===== src/rtl/keeper_control.sv =====
// Goalkeeper-side round controller: keeper positioning, shot capture,
// SAVE/GOAL/MISS judgement and keeper/shot overlay on the VGA stream.
package game_pkg;
  typedef enum logic [1:0] {
    GS_START   = 2'd0,
    GS_SHOOTER = 2'd1,
    KEEPER     = 2'd2,
    GS_OVER    = 2'd3
  } g_state;
endpackage

module keeper_control #(
  parameter int GK_WIDTH    = 200,
  parameter int GK_HEIGHT   = 300,
  parameter int GK_POS_Y    = 250,
  parameter int GOAL_X_MIN  = 112,
  parameter int GOAL_X_MAX  = 911,
  parameter int GOAL_Y_MIN  = 150,
  parameter int GOAL_Y_MAX  = 600,
  parameter int POS_TIMEOUT = 32500000,
  parameter int SHOW_CYCLES = 13003901
) (
  input  logic            clk,
  input  logic            rst,
  input  game_pkg::g_state game_state,
  input  logic [11:0]     xpos,
  input  logic            left_clicked,
  input  logic [11:0]     shot_x,
  input  logic [11:0]     shot_y,
  input  logic            shot_valid,
  output logic            shot_ack,
  output logic            is_scored,
  output logic            round_done,
  output logic            end_gk,
  vga_if.in               in,
  vga_if.out              out
);

  typedef enum logic [3:0] {
    S_IDLE      = 4'd0,
    S_ENGAGE    = 4'd1,
    S_POSITION  = 4'd2,
    S_WAIT_SHOT = 4'd3,
    S_RESULT    = 4'd4,
    S_SAVED     = 4'd5,
    S_CONCEDED  = 4'd6,
    S_MISSED    = 4'd7,
    S_TERMINATE = 4'd8
  } state_t;

  localparam logic [25:0]        POS_LAST  = 26'(POS_TIMEOUT - 1);
  localparam logic [25:0]        SHOW_LAST = 26'(SHOW_CYCLES - 1);
  localparam logic signed [12:0] HALF_W    = 13'(GK_WIDTH / 2);
  localparam logic signed [12:0] X_LO      = 13'(GOAL_X_MIN);
  localparam logic signed [12:0] X_HI      = 13'(GOAL_X_MAX - GK_WIDTH);
  localparam logic [11:0]        GK_X_RST  = 12'(GOAL_X_MIN);

  state_t             state;
  state_t             state_next;
  logic [25:0]        counter;
  logic [11:0]        gk_x;
  logic [11:0]        gk_target;
  logic [11:0]        shot_x_q;
  logic [11:0]        shot_y_q;
  logic               is_keeper;
  logic               in_display;
  logic signed [12:0] x_off;
  logic [12:0]        sx_e;
  logic [12:0]        sy_e;
  logic [12:0]        gk_e;
  logic [12:0]        h_e;
  logic [12:0]        v_e;
  logic               in_keeper;
  logic               in_goal;
  logic               box_hit;
  logic               mark_hit;
  logic [11:0]        pix_rgb;

  assign is_keeper  = (game_state == game_pkg::KEEPER);
  assign in_display = (state == S_SAVED) || (state == S_CONCEDED) || (state == S_MISSED);

  // Signed offset so a mouse position left of half the keeper width clamps low.
  assign x_off = $signed({1'b0, xpos}) - HALF_W;

  assign sx_e = {1'b0, shot_x_q};
  assign sy_e = {1'b0, shot_y_q};
  assign gk_e = {1'b0, gk_x};
  assign h_e  = {2'b00, in.hcount};
  assign v_e  = {2'b00, in.vcount};

  // Shot judgement, all bounds inclusive; keeper test wins over goal test.
  assign in_keeper = (sx_e >= gk_e) && (sx_e <= gk_e + 13'(GK_WIDTH)) &&
                     (sy_e >= 13'(GK_POS_Y)) && (sy_e <= 13'(GK_POS_Y + GK_HEIGHT));
  assign in_goal   = (sx_e >= 13'(GOAL_X_MIN)) && (sx_e <= 13'(GOAL_X_MAX)) &&
                     (sy_e >= 13'(GOAL_Y_MIN)) && (sy_e <= 13'(GOAL_Y_MAX));

  // Pixel hit tests against the keeper box and the 8x8 shot marker.
  assign box_hit  = (h_e >= gk_e) && (h_e <= gk_e + 13'(GK_WIDTH)) &&
                    (v_e >= 13'(GK_POS_Y)) && (v_e <= 13'(GK_POS_Y + GK_HEIGHT));
  assign mark_hit = (h_e >= sx_e) && (h_e <= sx_e + 13'd7) &&
                    (v_e >= sy_e) && (v_e <= sy_e + 13'd7);

  // Keeper x target: mouse centred on the box, clamped inside the goal mouth.
  always_comb begin
    gk_target = x_off[11:0];
    if (x_off < X_LO) begin
      gk_target = X_LO[11:0];
    end else if (x_off > X_HI) begin
      gk_target = X_HI[11:0];
    end else begin
      gk_target = x_off[11:0];
    end
  end

  // State register.
  always_ff @(posedge clk) begin
    if (rst) begin
      state <= S_IDLE;
    end else begin
      state <= state_next;
    end
  end

  // Next-state logic; leaving KEEPER aborts the round from any active state.
  always_comb begin
    state_next = state;
    case (state)
      S_IDLE: begin
        if (is_keeper) state_next = S_ENGAGE;
        else           state_next = S_IDLE;
      end
      S_ENGAGE: begin
        if (is_keeper) state_next = S_POSITION;
        else           state_next = S_IDLE;
      end
      S_POSITION: begin
        if (!is_keeper)                             state_next = S_IDLE;
        else if (left_clicked || counter == POS_LAST) state_next = S_WAIT_SHOT;
        else                                        state_next = S_POSITION;
      end
      S_WAIT_SHOT: begin
        if (!is_keeper)     state_next = S_IDLE;
        else if (shot_valid) state_next = S_RESULT;
        else                 state_next = S_WAIT_SHOT;
      end
      S_RESULT: begin
        if (!is_keeper)    state_next = S_IDLE;
        else if (in_keeper) state_next = S_SAVED;
        else if (in_goal)   state_next = S_CONCEDED;
        else                state_next = S_MISSED;
      end
      S_SAVED, S_CONCEDED, S_MISSED: begin
        if (!is_keeper)               state_next = S_IDLE;
        else if (counter == SHOW_LAST) state_next = S_TERMINATE;
        else                          state_next = state;
      end
      S_TERMINATE: state_next = S_IDLE;
      default:     state_next = S_IDLE;
    endcase
  end

  // Round outputs decoded from the current state.
  always_comb begin
    shot_ack   = 1'b0;
    is_scored  = 1'b0;
    round_done = 1'b0;
    end_gk     = 1'b0;
    case (state)
      S_WAIT_SHOT: shot_ack = is_keeper && shot_valid;
      S_SAVED, S_MISSED: round_done = is_keeper && (counter == SHOW_LAST);
      S_CONCEDED: begin
        is_scored  = 1'b1;
        round_done = is_keeper && (counter == SHOW_LAST);
      end
      S_TERMINATE: end_gk = 1'b1;
      default: begin
        shot_ack   = 1'b0;
        is_scored  = 1'b0;
        round_done = 1'b0;
        end_gk     = 1'b0;
      end
    endcase
  end

  // Cycle counter: runs in POSITION and display states, cleared on every transition.
  always_ff @(posedge clk) begin
    if (rst) begin
      counter <= 26'd0;
    end else if (state_next != state) begin
      counter <= 26'd0;
    end else if (state == S_POSITION || in_display) begin
      counter <= counter + 26'd1;
    end else begin
      counter <= 26'd0;
    end
  end

  // Keeper follows the mouse while positioning and is frozen otherwise.
  always_ff @(posedge clk) begin
    if (rst) begin
      gk_x <= GK_X_RST;
    end else if (state == S_POSITION) begin
      gk_x <= gk_target;
    end else begin
      gk_x <= gk_x;
    end
  end

  // Capture the remote shot on the acknowledged cycle.
  always_ff @(posedge clk) begin
    if (rst) begin
      shot_x_q <= 12'd0;
      shot_y_q <= 12'd0;
    end else if (state == S_WAIT_SHOT && is_keeper && shot_valid) begin
      shot_x_q <= shot_x;
      shot_y_q <= shot_y;
    end else begin
      shot_x_q <= shot_x_q;
      shot_y_q <= shot_y_q;
    end
  end

  // Overlay colour for the current input pixel; marker over keeper over background.
  always_comb begin
    pix_rgb = in.rgb;
    case (state)
      S_IDLE, S_ENGAGE, S_RESULT, S_TERMINATE: pix_rgb = in.rgb;
      S_POSITION, S_WAIT_SHOT: begin
        if (box_hit) pix_rgb = 12'h00F;
        else         pix_rgb = in.rgb;
      end
      S_SAVED, S_CONCEDED, S_MISSED: begin
        if (mark_hit) begin
          pix_rgb = 12'hFF0;
        end else if (box_hit) begin
          if (state == S_SAVED)         pix_rgb = 12'h0F0;
          else if (state == S_CONCEDED) pix_rgb = 12'hF00;
          else                          pix_rgb = 12'h888;
        end else begin
          pix_rgb = in.rgb;
        end
      end
      default: pix_rgb = 12'h00F;
    endcase
  end

  // VGA pipeline stage: timing forwarded and rgb overlaid with one cycle latency.
  always_ff @(posedge clk) begin
    if (rst) begin
      out.hcount <= 11'd0;
      out.vcount <= 11'd0;
      out.hsync  <= 1'b0;
      out.vsync  <= 1'b0;
      out.hblnk  <= 1'b0;
      out.vblnk  <= 1'b0;
      out.rgb    <= 12'd0;
    end else begin
      out.hcount <= in.hcount;
      out.vcount <= in.vcount;
      out.hsync  <= in.hsync;
      out.vsync  <= in.vsync;
      out.hblnk  <= in.hblnk;
      out.vblnk  <= in.vblnk;
      out.rgb    <= pix_rgb;
    end
  end

endmodule


===== src/rtl/keeper_control_if.sv =====
// VGA stream bundle: pixel timing plus 12-bit rgb, one instance per chain hop.
interface vga_if;
  logic [10:0] hcount;
  logic [10:0] vcount;
  logic        hsync;
  logic        vsync;
  logic        hblnk;
  logic        vblnk;
  logic [11:0] rgb;

  modport in  (input  hcount, vcount, hsync, vsync, hblnk, vblnk, rgb);
  modport out (output hcount, vcount, hsync, vsync, hblnk, vblnk, rgb);
endinterface


===== src/flat_wrapper.sv =====
// flat-port wrapper written by rule: the top's interface ports become plain ports
module keeper_control_flat 
#(
  parameter int GK_WIDTH    = 200,
  parameter int GK_HEIGHT   = 300,
  parameter int GK_POS_Y    = 250,
  parameter int GOAL_X_MIN  = 112,
  parameter int GOAL_X_MAX  = 911,
  parameter int GOAL_Y_MIN  = 150,
  parameter int GOAL_Y_MAX  = 600,
  parameter int POS_TIMEOUT = 32500000,
  parameter int SHOW_CYCLES = 13003901
)
  (clk, rst, game_state, xpos, left_clicked, shot_x, shot_y, shot_valid, shot_ack, is_scored, round_done, end_gk, in_hcount, in_vcount, in_hsync, in_vsync, in_hblnk, in_vblnk, in_rgb, out_hcount, out_vcount, out_hsync, out_vsync, out_hblnk, out_vblnk, out_rgb);
  vga_if in_i ();
  vga_if out_i ();
  input  logic clk;
  input  logic rst;
  input  game_pkg::g_state game_state;
  input  logic [11:0] xpos;
  input  logic left_clicked;
  input  logic [11:0] shot_x;
  input  logic [11:0] shot_y;
  input  logic shot_valid;
  output logic shot_ack;
  output logic is_scored;
  output logic round_done;
  output logic end_gk;
  input wire logic [$bits(in_i.hcount)-1:0] in_hcount;
  input wire logic [$bits(in_i.vcount)-1:0] in_vcount;
  input wire logic [$bits(in_i.hsync)-1:0] in_hsync;
  input wire logic [$bits(in_i.vsync)-1:0] in_vsync;
  input wire logic [$bits(in_i.hblnk)-1:0] in_hblnk;
  input wire logic [$bits(in_i.vblnk)-1:0] in_vblnk;
  input wire logic [$bits(in_i.rgb)-1:0] in_rgb;
  output wire logic [$bits(out_i.hcount)-1:0] out_hcount;
  output wire logic [$bits(out_i.vcount)-1:0] out_vcount;
  output wire logic [$bits(out_i.hsync)-1:0] out_hsync;
  output wire logic [$bits(out_i.vsync)-1:0] out_vsync;
  output wire logic [$bits(out_i.hblnk)-1:0] out_hblnk;
  output wire logic [$bits(out_i.vblnk)-1:0] out_vblnk;
  output wire logic [$bits(out_i.rgb)-1:0] out_rgb;
  assign in_i.hcount = in_hcount;
  assign in_i.vcount = in_vcount;
  assign in_i.hsync = in_hsync;
  assign in_i.vsync = in_vsync;
  assign in_i.hblnk = in_hblnk;
  assign in_i.vblnk = in_vblnk;
  assign in_i.rgb = in_rgb;
  assign out_hcount = out_i.hcount;
  assign out_vcount = out_i.vcount;
  assign out_hsync = out_i.hsync;
  assign out_vsync = out_i.vsync;
  assign out_hblnk = out_i.hblnk;
  assign out_vblnk = out_i.vblnk;
  assign out_rgb = out_i.rgb;
  keeper_control #(.GK_WIDTH(GK_WIDTH), .GK_HEIGHT(GK_HEIGHT), .GK_POS_Y(GK_POS_Y), .GOAL_X_MIN(GOAL_X_MIN), .GOAL_X_MAX(GOAL_X_MAX), .GOAL_Y_MIN(GOAL_Y_MIN), .GOAL_Y_MAX(GOAL_Y_MAX), .POS_TIMEOUT(POS_TIMEOUT), .SHOW_CYCLES(SHOW_CYCLES)) u_core (.clk(clk), .rst(rst), .game_state(game_state), .xpos(xpos), .left_clicked(left_clicked), .shot_x(shot_x), .shot_y(shot_y), .shot_valid(shot_valid), .shot_ack(shot_ack), .is_scored(is_scored), .round_done(round_done), .end_gk(end_gk), .in(in_i), .out(out_i));
endmodule

===== config.mk =====
export PLATFORM = sky130hd
export DESIGN_NAME = keeper_control_flat
export DESIGN_NICKNAME = d
export VERILOG_FILES = /design/src/rtl/keeper_control.sv /design/src/rtl/keeper_control_if.sv /design/src/flat_wrapper.sv
export SDC_FILE = /design/constraint.sdc
export NUM_CORES = 1
export LEC_CHECK = 0
export BUFFER_PORTS_ARGS = -buffer_cell sky130_fd_sc_hd__buf_2
export CAP_MARGIN = 5
export CORE_MARGIN = 5
export CORE_UTILIZATION = 40
export CTS_CLUSTER_DIAMETER = 40
export DETAILED_ROUTE_END_ITERATION = 10
export GPL_TIMING_DRIVEN = 0
export PLACE_DENSITY = 0.71
export SLEW_MARGIN = 10
export SYNTH_ARGS = -nofsm -noshare
export SYNTH_HDL_FRONTEND = slang
export SYNTH_SLANG_ARGS = --single-unit

===== constraint.sdc =====
create_clock -name clk -period 7.25 [get_ports clk]
set_clock_uncertainty 0.05 [all_clocks]
set_input_delay 1.45 -clock clk [delete_from_list [all_inputs] [get_ports clk]]
set_output_delay 1.45 -clock clk [all_outputs]
set_load 0.02 [all_outputs]

---- After elaboration in Yosys (flattened, before gate mapping) ----
Index checks and enable logic that the tools add are counted.
storage, ports and cells
  bits in registers ....................... 104
  bits of input ports ..................... 80
  memory bits (read-only) ................. 0
  RAM bits ................................ 0
  output and inout bits ................... 42
  memories kept ........................... 0
  bits in latches ......................... 0
operators by class
  divide/modulo/power cells ............... 0
  equality and inequality tests ........... 12
  $add $sub $neg .......................... 5
  multiply operators ...................... 0
  reduce and logical (&&, ||, !) cells .... 25
  mux-type cells .......................... 24
  order comparisons ....................... 18
  bitwise gates (word level) .............. 1
  shift operators ......................... 0
operators with widths
  operator                                                          number
  two-way mux 12 bit                                                6
  less-or-equal comparator 11 x 13 -> 1 bit                         3
  >= comparator 11 x 12 -> 1 bit                                    3
  less-or-equal comparator 12 x 10 -> 1 bit, second input constant  3
  case mux 12 bit (3 select lines)                                  1
  adder 12 x 3 -> 13 bit, second input constant                     2
  adder 26 x 1 -> 26 bit, second input constant                     1
  == test 26 x 24 -> 1 bit, second input constant                   1
  == test 26 x 25 -> 1 bit, second input constant                   1
  >= comparator 12 x 8 -> 1 bit, second input constant              2
  two-way mux 4 bit                                                 6
  case mux 4 bit (6 select lines)                                   1
  == test 4 x 3 -> 1 bit, second input constant                     4
  logical AND 1 bit                                                 16
  adder 12 x 8 -> 13 bit, second input constant                     1
  > comparator 13 x 11 -> 1 bit, second input constant              1
  less-or-equal comparator 12 x 13 -> 1 bit                         1
  < comparator 13 x 8 -> 1 bit, second input constant               1
  subtractor 12 x 7 -> 13 bit, second input constant                1
  >= comparator 12 bit                                              1
  >= comparator 12 x 7 -> 1 bit, second input constant              1
  >= comparator 11 x 8 -> 1 bit, second input constant              1
  less-or-equal comparator 11 x 10 -> 1 bit, second input constant  1
  two-way mux 11 bit                                                1
  other kinds (14)                                                  25

---- Longest topological paths before layout ----
Gate-level depths: netlist (run 1).
  word-level depth ........................ 10
  gate-level depth with buffers ........... 15

---- Worst setup path before layout (run 1) ----
OpenSTA, ideal clock, no wires.
  path type ............................... input -> output
  start ................................... input port game_state[1]
  end ..................................... output port shot_ack
  setup slack ............................. 3.162 ns
  data required time ...................... 5.750 ns
  data arrival time ....................... 2.588 ns
  cell stages on the path ................. 6
  cell sequence ........................... nor2b_1 > nand2_1 > or2_1 > clkbuf_1 > inv_2 > clkbuf_1
on the way
  cells in the longest elaborated chain, start to end .. 3
RTL lines
  what               RTL line               RTL
  start, declared    flat_wrapper.sv:19     input game_pkg::g_state game_state;
  == test 2 bit      keeper_control.sv:79   assign is_keeper = (game_state == game_pkg::KEEPER);
  logical AND 1 bit  keeper_control.sv:169  S_WAIT_SHOT: shot_ack = is_keeper && shot_valid;
  two-way mux 1 bit  keeper_control.sv:168  case (state)
  end, declared      flat_wrapper.sv:25     output logic shot_ack;
No other way between the ends.

---- Final worst setup path (run 1) ----
  start ................................... input port game_state[0]
  end ..................................... output port shot_ack
The elaborated chain is that of the path after synthesis.

==> metrics.md, run 1 <==
| Metric | Value |
|---|---|
| # port buffers | 120 |
| Final Critical Period | roughly 4700 ps |
| Clk slew on worst S/H paths | 70 ps |
| Antenna Nets Post-Route | 0 |
| H-tree levels | 3 |
| CTS Hold Bufs | 0 |
| Initial antenna violation count | 1 |
| Area Overhead vs Synth | 16.8% |
| Req. time, crit path | 5750 ps |
| Period Utilization, post-route | 64.9% |
| Critical Path AT | 3200 ps |
| Die Y | 142 um |
| Crit path launch type | input pin |
| Setup tns final | 0 ps |
| CP Depth | 8 |
| Fin cells | 1230 |
| # IOs | 122 |
| Nets | roughly 1200 |
| Synth Register Bits | 104 |
| CTS root buf | clkbuf_16 |
| Inst Count DP | 1214 |
| Syn Std Cell Area | 7020 um^2 |
| DR vias/cell | 5.33 |
| TritonCTS Buffers | 9 |
| Area of the multi-input gates | 4590 um^2 |
| Ys Warns | 0 |
| Most frequent cell after synthesis | dfxtp_1 |
| Avg Inst Size Synth | 8.07 um^2 |
| Worst hold path depth | 2 |
| Layout cells sized above 1 | 16.1% |
| Synth cell count leaders | 104 x dfxtp_1, 103 x nand2_1, 86 x ha_1, 85 x nor2_1, 53 x a21oi_1 |
| CORE AREA | ~17000 um^2 |
| Synth Area in Adders | between 10% and 20% |
| Post-synthesis simple-gate area fraction | 23.3% |
| Netlist cell types | ~80 |
| Die Wd | approximately 140 um |
| CTS tree | yes |
| Compound-gate portion of the synthesized area | 18.6% |
| CP cell instances | buf_2 > nor2b_1 > nand2_1 > or2_1 > clkbuf_1 > inv_2 > clkbuf_1 > buf_2 |
| Total track usage | 18.0% |
| Drt wl/cell | ~15 um |
| Clk Latency, worst-skew pair | 360 ps |
| Yosys top cell by area | dfxtp_1 |
| Top post-synthesis cells by area | dfxtp_1 30%, ha_1 15%, nand2_1 5.5% |
| First-pass GRT wire length | 29800 um |
| Fin util | a little under half |
| Total congestion overflow | 0 |
| Main flop type after synthesis | dfxtp_1 |
| Worst reg-to-reg path cell count | 12 |
| Top cell type's share of synthesized area | between 20% and 30% |
| RSZ-0062 raised after global routing | false |
| Crit. End Element | output pin |
| Post-synthesis instance total | around 870 |
| # DRC | 0 |
| CP Max Fanout | 10 |
| Status | completed |
| CP peak stage delay | 320 ps |
| Final Routed Wirelength | between 15000 and 20000 um |
| FMAX | 0.213 GHz |
| Hold Path Class | flip-flop to flip-flop |
| Setup bufs post-CTS | 0 |
| Max-Cap Viols | 0 |
| Reg area | about 2100 um^2 |
| Initial Util | around two fifths |
| Largest family of logic cells by synthesized area | simple AND/OR/NAND/NOR gates |
| Syn Nets | 1035 |
| Largest buffer count on any clock path | 2 |
| Design Area, Final | 8190 um^2 |
| DRT Pass-1 Iters | 5 |
| Layout filler cell count | 1708 |
| Setup violators final | 0 |
| Post-synthesis mux area share | 0.606% |
| Buf/Inv on CP | 5 |
| Row count | between 40 and 50 |
| Fin. Hold Viols | 0 |
| Full die area | 20300 um^2 |
| Final Wtd Congestion | 0.913 |
| Cts repair resizes | 0 |
| Largest net degree at the start of global routing | 21 |
| P_leak | about 3.3 nW |
| Iter 0 DRT Violations | between 400 and 500 |
| Max-slew headroom | 44.0% |
| Sequential area share after synthesis | 29.7% |
| EDFF count, synth | 0 |
| Crit path max-delay family | buffers and inverters |
| Vias post-DR | between 6000 and 7000 |
| Clock Sinks | 104 |
| Worst-margin pin slew | about 830 ps |
| Max-slew violations | 0 |
| PwrDens | 149 nW/um^2 |
| CP max stage cell | clkbuf_1 |
| Ant diodes | 0 |
| Vias in the first global route | 6061 |
| Post-DP Area | approximately 7900 um^2 |
| Fraction of synthesized cell area in xor and xnor cells | a little over 7% |
| Crit path kind | input pin to output pin |
| VDD IR max | 0.115 mV |
| Dpl hpwl | 14600 um |
| Synth async-reset ratio | 0% |
[cell usage in the layout, fill, tap and decap left out, types with 5 or more instances in the layout]
cell	instances
o21a_1	6
clkbuf_16	9
inv_2	10
and2_1	6
nand4_1	14
o2111ai_1	5
nor3_1	28
nor2b_1	30
nor2_1	85
a31oi_1	8
a211oi_1	8
inv_1	45
nand2_1	103
xnor2_1	40
a21o_1	8
xor2_1	17
or3_1	8
buf_2	123
o21ai_1	17
nand2b_1	9
clkbuf_1	22
dfxtp_1	104
nand3_1	25
ha_1	86
o21ai_0	18
a211o_1	6
a21oi_1	53
[final cells by class]
type | instances | area share [%]
clock buffers | 9 | 2.75
plain buffers | 29 | 1.56
well taps | 225 | 3.44
repair buffers | 120 | 7.33
inverters | 57 | 2.61
flip-flops and latches | 104 | 25.4
multi-input cells | 679 | 56.0
clock inverters | 7 | 0.870
[flip-flops by register name (all words and copies together) (netlist names)]
| signal | cells |
|---|---|
| u_core.counter | 26 |
| u_core.gk_x | 12 |
| u_core.out.rgb | 12 |
| u_core.shot_x_q | 12 |
| u_core.shot_y_q | 12 |
| u_core.out.hcount | 11 |
| u_core.out.vcount | 11 |
| u_core.state | 4 |
| u_core.out.hblnk | 1 |
| u_core.out.hsync | 1 |
| u_core.out.vblnk | 1 |
| u_core.out.vsync | 1 |
[worst reg2reg max path: stages (launching register included)]
cell	delay [ps]
dfxtp_1	310
clkbuf_1	290
nand3_1	220
or4b_2	690
xnor2_1	150
ha_1	190
a2111oi_0	390
o221a_1	270
o32ai_1	90
a211o_1	390
or3_1	460
o41ai_2	100
o21bai_1	160
[per-stage QoR]
stage,hold slack [ps],total power [mW],setup WS (ps)
2_1_floorplan,377,0.683,3160
3_3_place_gp,387,0.746,2540
3_5_place_dp,393,0.748,2540
4_1_cts,403,1.24,2530
5_1_grt,443,1.28,2330
6_report,400,1.22,2550
[kinds of logic (layout without fill, tap and decap cells)]
family	Yosys count	in the layout
and+or+nand+nor	339	339
AOI/OAI and AO/OA	191	191
DFF	104	104
adders and majority gates	89	89
buffers and inverters	86	222
xor gates and xnor gates	57	57
muxes	3	3
[per-layer routing]
layer	part of all wire, %	GRT usage [%]	up-vias
met5	0.038	0	-
li1	-	-	3350
met4	1.7	5.35	2
met2	47	29.6	163
met3	5.1	3.76	23
met1	46	23.9	3015
[where the power goes]
group | total, mW | leakage, nW | switching (mW) | internal (mW)
combinational | 0.148 | 2.27 | 0.0868 | 0.0612
clock | 0.484 | 0.145 | 0.240 | 0.244
sequential | 0.586 | 0.849 | 0.00343 | 0.583
[path summary, 6_finish.rpt]
check | start | end | slack [ps]
max | game_state[0] | shot_ack | 2550
min | u_core.gk_x[2] | u_core.gk_x[2] | 400
max reg2reg | u_core.shot_y_q[6] | u_core.out.rgb[6] | 3410
min reg2reg | u_core.gk_x[2] | u_core.gk_x[2] | 400
(Power assumes the default switching activity.)
==> inputs of run 2 (changes only) <==
- PLACE_DENSITY: 0.71 -> 0.74
- clock period: 7.25 -> 3.8 ns (I/O delays scaled with it)
==> metrics.md, run 2 (synthesis gave the netlist of run 1 again) <==
| Metric | Value |
|---|---|
| Status | completed (unchanged) |
| Nets | 1163 (was 1166) |
| Power after layout | 2.36 mW (was 1.22 mW) |
| R2R Path End | u_core.out.rgb[5] (was u_core.out.rgb[6]) |
| Clock Sinks | 104 (unchanged) |
| Final Routed Wirelength | 18600 um (was 18200 um) |
| Net Sw Frac | 27.8% (was 27.1%) |
| Drt wl/cell | 15.2 um (was 14.8 um) |
| Commonest non-fill, non-tap cell in the layout | buf_2 (unchanged) |
| Part of the power in the clock network | 40.4% (was 39.7%) |
| Clk slew on worst S/H paths | 80 ps (was 70 ps) |
| Largest buffer count on any clock path | 2 (unchanged) |
| CP cell instances | inv_2 > nor2_2 > or4b_2 > xnor2_1 > ha_1 > a2111oi_1 > o221a_1 > o32ai_1 > a211o_1 > or3_4 > o41ai_2 > o21bai_1 (was buf_2 > nor2b_1 > nand2_1 > or2_1 > clkbuf_1 > inv_2 > clkbuf_1 > buf_2) |
| Initial antenna violation count | 2 (was 1) |
| Antenna Nets Post-Route | 0 (unchanged) |
| Full die area | 20300 um^2 (unchanged) |
| Setup violators final | 0 (unchanged) |
| Layout cells sized above 1 | 17.2% (was 16.1%) |
| Setup bufs post-CTS | 0 (unchanged) |
| Crit. End Element | flip-flop (was output pin) |
| FMAX | 0.280 GHz |
| Pint | 1.70 mW (was 0.888 mW) |
| CTS root buf | clkbuf_16 (unchanged) |
| P_leak | 3.27 nW (was 3.26 nW) |
| TritonCTS Buffers | 9 (unchanged) |
| # IOs | 122 (unchanged) |
| Fin. Hold Viols | 0 (unchanged) |
| Hold Path Class | flip-flop to flip-flop (unchanged) |
| VDD IR max | 0.218 mV (was 0.115 mV) |
| Final Wtd Congestion | 0.892 (was 0.913) |
| Die Y | 142 um (unchanged) |
| Area Overhead vs Synth | 17.2% (was 16.8%) |
| Req. time, crit path | 4050 ps (was 5750 ps) |
| WHS Endpoint | u_core.gk_x[1] (was u_core.gk_x[2]) |
| CP max stage cell | or4b_2 (was clkbuf_1) |
| Ant diodes | 0 (unchanged) |
| Largest reg by FF count | u_core.counter (unchanged) |
| Switching power | 0.654 mW (was 0.331 mW) |
| Total congestion overflow | 0 (unchanged) |
| H-tree levels | 3 (unchanged) |
| RR Startpoint | u_core.shot_y_q[4] (was u_core.shot_y_q[6]) |
| CP peak stage delay | 620 ps (was 320 ps) |
| Logic pwr share | 12.1% (was 12.2%) |
| Final Critical Period | between 3000 and 4000 ps |
| Initial Util | 40.7% (unchanged) |
| Max-slew violations | 0 (unchanged) |
| PwrDens | 287 nW/um^2 (was 149 nW/um^2) |
| Dpl hpwl | 14800 um (was 14600 um) |
| Die Wd | 142 um (unchanged) |
| Fin cells | 1227 (was 1230) |
| CTS Hold Bufs | 0 (unchanged) |
| Critical Path AT | 3820 ps (was 3200 ps) |
| Leading cell types in the layout, fill and taps excluded | 123 x buf_2, 103 x nand2_1, 97 x dfxtp_1, 86 x ha_1, 83 x nor2_1 (was 123 x buf_2, 104 x dfxtp_1, 103 x nand2_1, 86 x ha_1, 85 x nor2_1) |
| Row count | 48 (unchanged) |
| Reg-to-reg setup timing slack | 230 ps (was 3410 ps) |
| Crit path kind | flip-flop to flip-flop (was input pin to output pin) |
| Worst reg-to-reg path cell count | 12 (unchanged) |
| Worst hold path depth | 2 (unchanged) |
| Max-Cap Viols | 0 (unchanged) |
| Total track usage | 18.2% (was 18.0%) |
| # port buffers | 120 (unchanged) |
| # DRC | 0 (unchanged) |
| CTS tree | yes (unchanged) |
| Max-slew headroom | 42.4% (was 44.0%) |
| Crit path launch type | flip-flop (was input pin) |
| Vias post-DR | 6570 (was 6553) |
| DRT Pass-1 Iters | 5 (unchanged) |
| CORE AREA | 17200 um^2 (unchanged) |
| Inst Count DP | 1214 (unchanged) |
| Iter 0 DRT Violations | 378 (was 410) |
| Min-delay src | u_core.gk_x[1] (was u_core.gk_x[2]) |
| RSZ-0062 raised after global routing | false (unchanged) |
| Worst-margin pin slew | 864 ps (was 833 ps) |
| Largest register FFs | 26 (unchanged) |
| DR vias/cell | 5.35 (was 5.33) |
| Period Utilization, post-route | 93.9% |
| First-pass GRT wire length | 30100 um (was 29800 um) |
| Reg power frac | 47.4% (was 48.1%) |
| Clk Latency, worst-skew pair | 360 ps (about the same) |
| Largest net degree at the start of global routing | 22 (was 21) |
| Vias in the first global route | 6197 (was 6061) |
| CP Max Fanout | 6 (was 10) |
## run 2: cell types whose count changed in the layout (fill, tap and decap cells not counted), sizes merged
cell / change
clkinvlp: -1
clkinv: +3
inv: -2
clkbuf: -3
## run 2: layout make-up
cell class | instances | area, um^2
plain buffers | 26 | 116
flip-flops and latches | 104 | 2090
inverters | 57 | 214
fillers | 1730 | 9020
clock buffers | 9 | 225
multi-input cells | 679 | 4600
well taps | 225 | 282
repair buffers | 120 | 601
clock inverters | 7 | 88.8
## run 2: worst max-delay path, delay by kind of cell, from the launching register on
| family | cells | cell delay [ps] |
|---|---|---|
| AOI/OAI and AO/OA | 6 | 1380 |
| and+or+nand+nor | 3 | 1220 |
| DFF | 1 | 400 |
| adders and majority gates | 1 | 190 |
| xor gates and xnor gates | 1 | 150 |
| buffers and inverters | 1 | 100 |
## run 2: worst max path at each step
stage	slack [ps]	end	startpoint	cells after the start
after global routing	20	u_core.out.rgb[5]	u_core.shot_x_q[1]	15
after detailed placement	-50	u_core.out.rgb[5]	u_core.shot_y_q[6]	12
after CTS	60	u_core.out.rgb[5]	u_core.shot_y_q[3]	12
final	230	u_core.out.rgb[5]	u_core.shot_y_q[4]	12
after floorplan	410	u_core.out.rgb[4]	u_core.shot_y_q[6]	12
after global placement	50	u_core.out.rgb[4]	u_core.shot_y_q[6]	12
## run 2: per-stage QoR
stage               setup slack [ps]  TNS, ps  instance area, um^2  hold slack, ps  util (%)
CTS                             61.2        0                 8200             404      47.6
finish                           232        0                 8220             402      47.7
detailed placement             -52.5     -240                 7900             394      45.8
global placement                46.2        0                 7900             388      45.8
global route                    17.5        0                 8220             427      47.7
floorplan                        410        0                 7020             377         -
## run 2: metal layers
metal / vias up / share of wire (%) / GRT usage (%)
li1: 3344 / - / -
met1: 3026 / 45 / 23.7
met2: 175 / 48 / 31.6
met3: 21 / 4.9 / 3.39
met4: 4 / 1.2 / 4.20
met5: - / 0.075 / 0
## run 2: power by group through the flow
stage	sequential [mW]	clock, mW	combinational [mW]
6_report	1.12	0.953	0.286
2_1_floorplan	1.17	0	0.132
3_3_place_gp	1.14	0	0.279
3_5_place_dp	1.14	0	0.284
5_1_grt	1.12	1.02	0.319
4_1_cts	1.12	0.976	0.286
## run 2: repair_timing
action                                 4_1_cts  5_1_grt
cloned                                       0        0
resized for setup                            0       11
endpoints found under the hold margin        0        0
setup endpoints to repair                    6        9
==> inputs of run 3 (changes only) <==
- ABC_AREA: not set -> 1
- PLACE_DENSITY: 0.74 -> 0.73
- REMOVE_ABC_BUFFERS: not set -> 1
==> metrics.md, run 3 <==
| Metric | Value |
|---|---|
| CP cell instances | inv_1 > ha_1 > a21oi_1 > nand3_1 > nor2_1 > xor2_1 > inv_1 > ha_1 > nand2_1 > nor4_1 > nand4_1 > nand2_1 > a21oi_1 > nor2_1 > nand3_2 > o21ai_0 > nand2_1 > a21oi_1 (was inv_2 > nor2_2 > or4b_2 > xnor2_1 > ha_1 > a2111oi_1 > o221a_1 > o32ai_1 > a211o_1 > or3_4 > o41ai_2 > o21bai_1) |
| Largest register FFs | 26 (unchanged) |
| Fraction of synthesized cell area in xor and xnor cells | 4.90% (was 7.12%) |
| Vias in the first global route | 6675 (was 6197) |
| Crit path launch type | flip-flop (unchanged) |
| Worst Setup SP | u_core.shot_x_q[0] (was u_core.shot_y_q[4]) |
| # DRC | 0 (unchanged) |
| Crit. End Element | flip-flop (unchanged) |
| Hold Path Class | flip-flop to flip-flop (unchanged) |
| Pint | 1.74 mW (was 1.70 mW) |
| Area Overhead vs Synth | 14.8% (was 17.2%) |
| Iter 0 DRT Violations | 366 (was 378) |
| Met1 usage | 20.2% (was 23.7%) |
| Full die area | 21100 um^2 (was 20300 um^2) |
| Worst hold path depth | 1 (was 2) |
| Antenna Nets Post-Route | 0 (unchanged) |
| VDD IR max | 0.202 mV (was 0.218 mV) |
| Max-slew violations | 0 (unchanged) |
| Fin. Hold Viols | 0 (unchanged) |
| Period Utilization, post-route | 88.0% (was 93.9%) |
| R2R Path End | u_core.out.rgb[4] (was u_core.out.rgb[5]) |
| First-pass GRT wire length | 30000 um (was 30100 um) |
| Leading cell types in the layout, fill and taps excluded | 229 x nand2_1, 177 x inv_1, 121 x buf_2, 104 x dfxtp_1, 98 x nor2_1 (was 123 x buf_2, 103 x nand2_1, 97 x dfxtp_1, 86 x ha_1, 83 x nor2_1) |
| Worst-margin pin slew | 951 ps (was 864 ps) |
| GR peak layer | met2 (unchanged) |
| Clk slew on worst S/H paths | 70 ps (was 80 ps) |
| # port buffers | 121 (was 120) |
| Largest family of logic cells by synthesized area | simple AND/OR/NAND/NOR gates (unchanged) |
| Reg-to-reg setup timing slack | 460 ps (was 230 ps) |
| RSZ-0062 raised after global routing | false (unchanged) |
| Commonest non-fill, non-tap cell in the layout | nand2_1 (was buf_2) |
| Largest reg by FF count | u_core.counter (unchanged) |
| Synth cell count leaders | 229 x nand2_1, 177 x inv_1, 104 x dfxtp_1, 98 x nor2_1, 86 x ha_1 (was 104 x dfxtp_1, 103 x nand2_1, 86 x ha_1, 85 x nor2_1, 53 x a21oi_1) |
| Total track usage | 16.6% (was 18.2%) |
| Ys Warns | 0 (unchanged) |
| Met2 Use GR | 28.6% (was 31.6%) |
| Largest buffer count on any clock path | 2 (unchanged) |
| Compound-gate portion of the synthesized area | 11.5% (was 18.6%) |
| Yosys top cell by area | dfxtp_1 (unchanged) |
| Main flop type after synthesis | dfxtp_1 (unchanged) |
| Met3 Use GR | 3.61% (was 3.39%) |
| EDFF count, synth | 0 (unchanged) |
| Synth Area in Adders | 14.7% (was 15.8%) |
| CP max stage cell | dfxtp_1 (was or4b_2) |
| CP peak stage delay | 350 ps (was 620 ps) |
| DRT Pass-1 Iters | 5 (unchanged) |
| Setup bufs post-CTS | 0 (unchanged) |
| Logic pwr share | 12.8% (was 12.1%) |
| Switching power | 0.624 mW (was 0.654 mW) |
| Nets | 1352 (was 1163) |
| Pre-CTS WS | 452 ps (was -52.5 ps) |
| Ant diodes | 0 (unchanged) |
| Sequential area share after synthesis | 28.4% (was 29.7%) |
| Avg Inst Size Synth | 6.83 um^2 (was 8.07 um^2) |
| Syn Std Cell Area | 7330 um^2 (was 7020 um^2) |
| Setup violators final | 0 (unchanged) |
| Vias post-DR | 6962 (was 6570) |
| Post-synthesis instance total | 1073 (was 869) |
| Final Routed Wirelength | 17700 um (was 18600 um) |
| CTS root buf | clkbuf_16 (unchanged) |
| Worst reg-to-reg path cell count | 18 (was 12) |
| Cts repair resizes | 0 (unchanged) |
| Clk Latency, worst-skew pair | 360 ps (about the same) |
| Netlist cell types | 44 (was 82) |
| Clock Sinks | 104 (unchanged) |
| FMAX | 0.299 GHz (was 0.280 GHz) |
| Post-synthesis mux area share | 0% (was 0.606%) |
| P_leak | 4.03 nW (was 3.27 nW) |
| Setup tns final | 0 ps (unchanged) |
| Most frequent cell after synthesis | nand2_1 (was dfxtp_1) |
| Max-Cap Viols | 0 (unchanged) |
| Total congestion overflow | 0 (unchanged) |
| Final Wtd Congestion | 0.904 (was 0.892) |
| Top post-synthesis cells by area | dfxtp_1 28%, ha_1 15%, nand2_1 12% (was dfxtp_1 30%, ha_1 15%, nand2_1 5.5%) |
| Drt wl/cell | 12.5 um (was 15.2 um) |
| PwrDens | 281 nW/um^2 (was 287 nW/um^2) |
| CTS Hold Bufs | 0 (unchanged) |
| RR Startpoint | u_core.shot_x_q[0] (was u_core.shot_y_q[4]) |
| Critical Path AT | 3570 ps (was 3820 ps) |
| Initial Util | 40.7% (about the same) |
| CP Max Fanout | 8 (was 6) |
| Top cell type's share of synthesized area | 28.4% (was 29.7%) |
| Final Critical Period | 3340 ps (was 3570 ps) |
| Initial antenna violation count | 0 (was 2) |
| Synth async-reset ratio | 0% (unchanged) |
| Layout filler cell count | 1854 (was 1730) |
| CORE AREA | 18000 um^2 (was 17200 um^2) |
| Dpl hpwl | 14200 um (was 14800 um) |
| Reg power frac | 47.3% (was 47.4%) |
| Part of the power in the clock network | 39.9% (was 40.4%) |
| Max-slew headroom | 36.6% (was 42.4%) |
| Post-synthesis simple-gate area fraction | 29.8% (was 23.3%) |
| Req. time, crit path | 4030 ps (was 4050 ps) |
| # IOs | 122 (unchanged) |
| Row count | 49 (was 48) |
| CTS tree | yes (unchanged) |
| DR vias/cell | 4.91 (was 5.35) |
| Crit path kind | flip-flop to flip-flop (unchanged) |
| TritonCTS Buffers | 9 (unchanged) |
| Net Sw Frac | 26.4% (was 27.8%) |
| Synth Register Bits | 104 (unchanged) |
| Die Wd | 145 um (was 142 um) |
| Setup crit end | u_core.out.rgb[4] (was u_core.out.rgb[5]) |
| Post-route setup slack | 456 ps (was 232 ps) |
| Layout cells sized above 1 | 16.0% (was 17.2%) |
| Die Y | 145 um (was 142 um) |
| H-tree levels | 3 (unchanged) |
| Status | completed (unchanged) |
| Largest net degree at the start of global routing | 51 (was 22) |
run 3: cell types whose count changed in the layout (fill, tap and decap cells not counted), moves of 29 or more:
cell,change
a21oi_1,+29
inv_1,+132
nand2_1,+126
nor2b_1,-30
o21ai_0,+36
xnor2_1,-31
run 3: final cells by class:
type / instances / area, um^2 / share of cell area (%)
inverters: 180 / 676 / 8.03
multi-input cells: 770 / 4470 / 53.1
clock buffers: 9 / 225 / 2.68
repair buffers: 121 / 606 / 7.20
clock inverters: 6 / 70.1 / 0.833
well taps: 229 / 287 / 3.41
flip-flops and latches: 104 / 2080 / 24.7
run 3: worst min path at each step:
stage                            from           endpoint  slack [ps]
floorplan           u_core.counter[0]  u_core.counter[0]         380
global placement    u_core.counter[0]  u_core.counter[0]         390
detailed placement  u_core.counter[0]  u_core.counter[0]         410
CTS                    u_core.gk_x[2]     u_core.gk_x[2]         420
global route        u_core.counter[0]  u_core.counter[0]         430
finish              u_core.counter[0]  u_core.counter[0]         410
run 3: per-stage QoR:
stage / hold WS, ps / utilization (%) / cell area (um^2) / std cells / power [mW]
2_1_floorplan: 380 / - / 7220 / 1054 / 1.32
3_3_place_gp: 395 / 45.0 / 8110 / 1404 / 1.44
3_5_place_dp: 407 / 45.0 / 8120 / 1404 / 1.45
4_1_cts: 419 / 46.7 / 8410 / 1419 / 2.40
5_1_grt: 435 / 46.7 / 8410 / 1419 / 2.48
6_report: 414 / 46.7 / 8410 / 1419 / 2.37
run 3: routing by layer:
metal  up-vias  part of all wire (%)  wire length (um)
li1       3682                     -                 -
met1      3092                    45              8020
met2       156                    47              8360
met3        32                   5.0               887
met4         0                   2.4               421
met5         -                     0                 0
run 3: kinds of logic after synthesis:
logic type,after synthesis
AND/OR/NAND/NOR,486
buffers and inverters,199
AO/OA/AOI/OAI,157
flip-flops,104
adder cells (fa/ha/maj),86
XOR/XNOR,41
run 3: power groups by stage:
| stage | clock, mW | sequential (mW) | combinational [mW] |
|---|---|---|---|
| final | 0.943 | 1.12 | 0.304 |
| after global placement | 0 | 1.14 | 0.296 |
| after global routing | 1.02 | 1.12 | 0.346 |
| after detailed placement | 0 | 1.14 | 0.304 |
| after floorplan | 0 | 1.17 | 0.150 |
| after CTS | 0.975 | 1.12 | 0.307 |
run 3: worst max-delay path: cells and delay by family, from the launching register on:
family	cells	cell delay, ps
XOR/XNOR	1	150
AO/OA/AOI/OAI	4	660
adder cells (fa/ha/maj)	2	530
buffers and inverters	2	170
AND/OR/NAND/NOR	9	1330
flip-flops	1	350
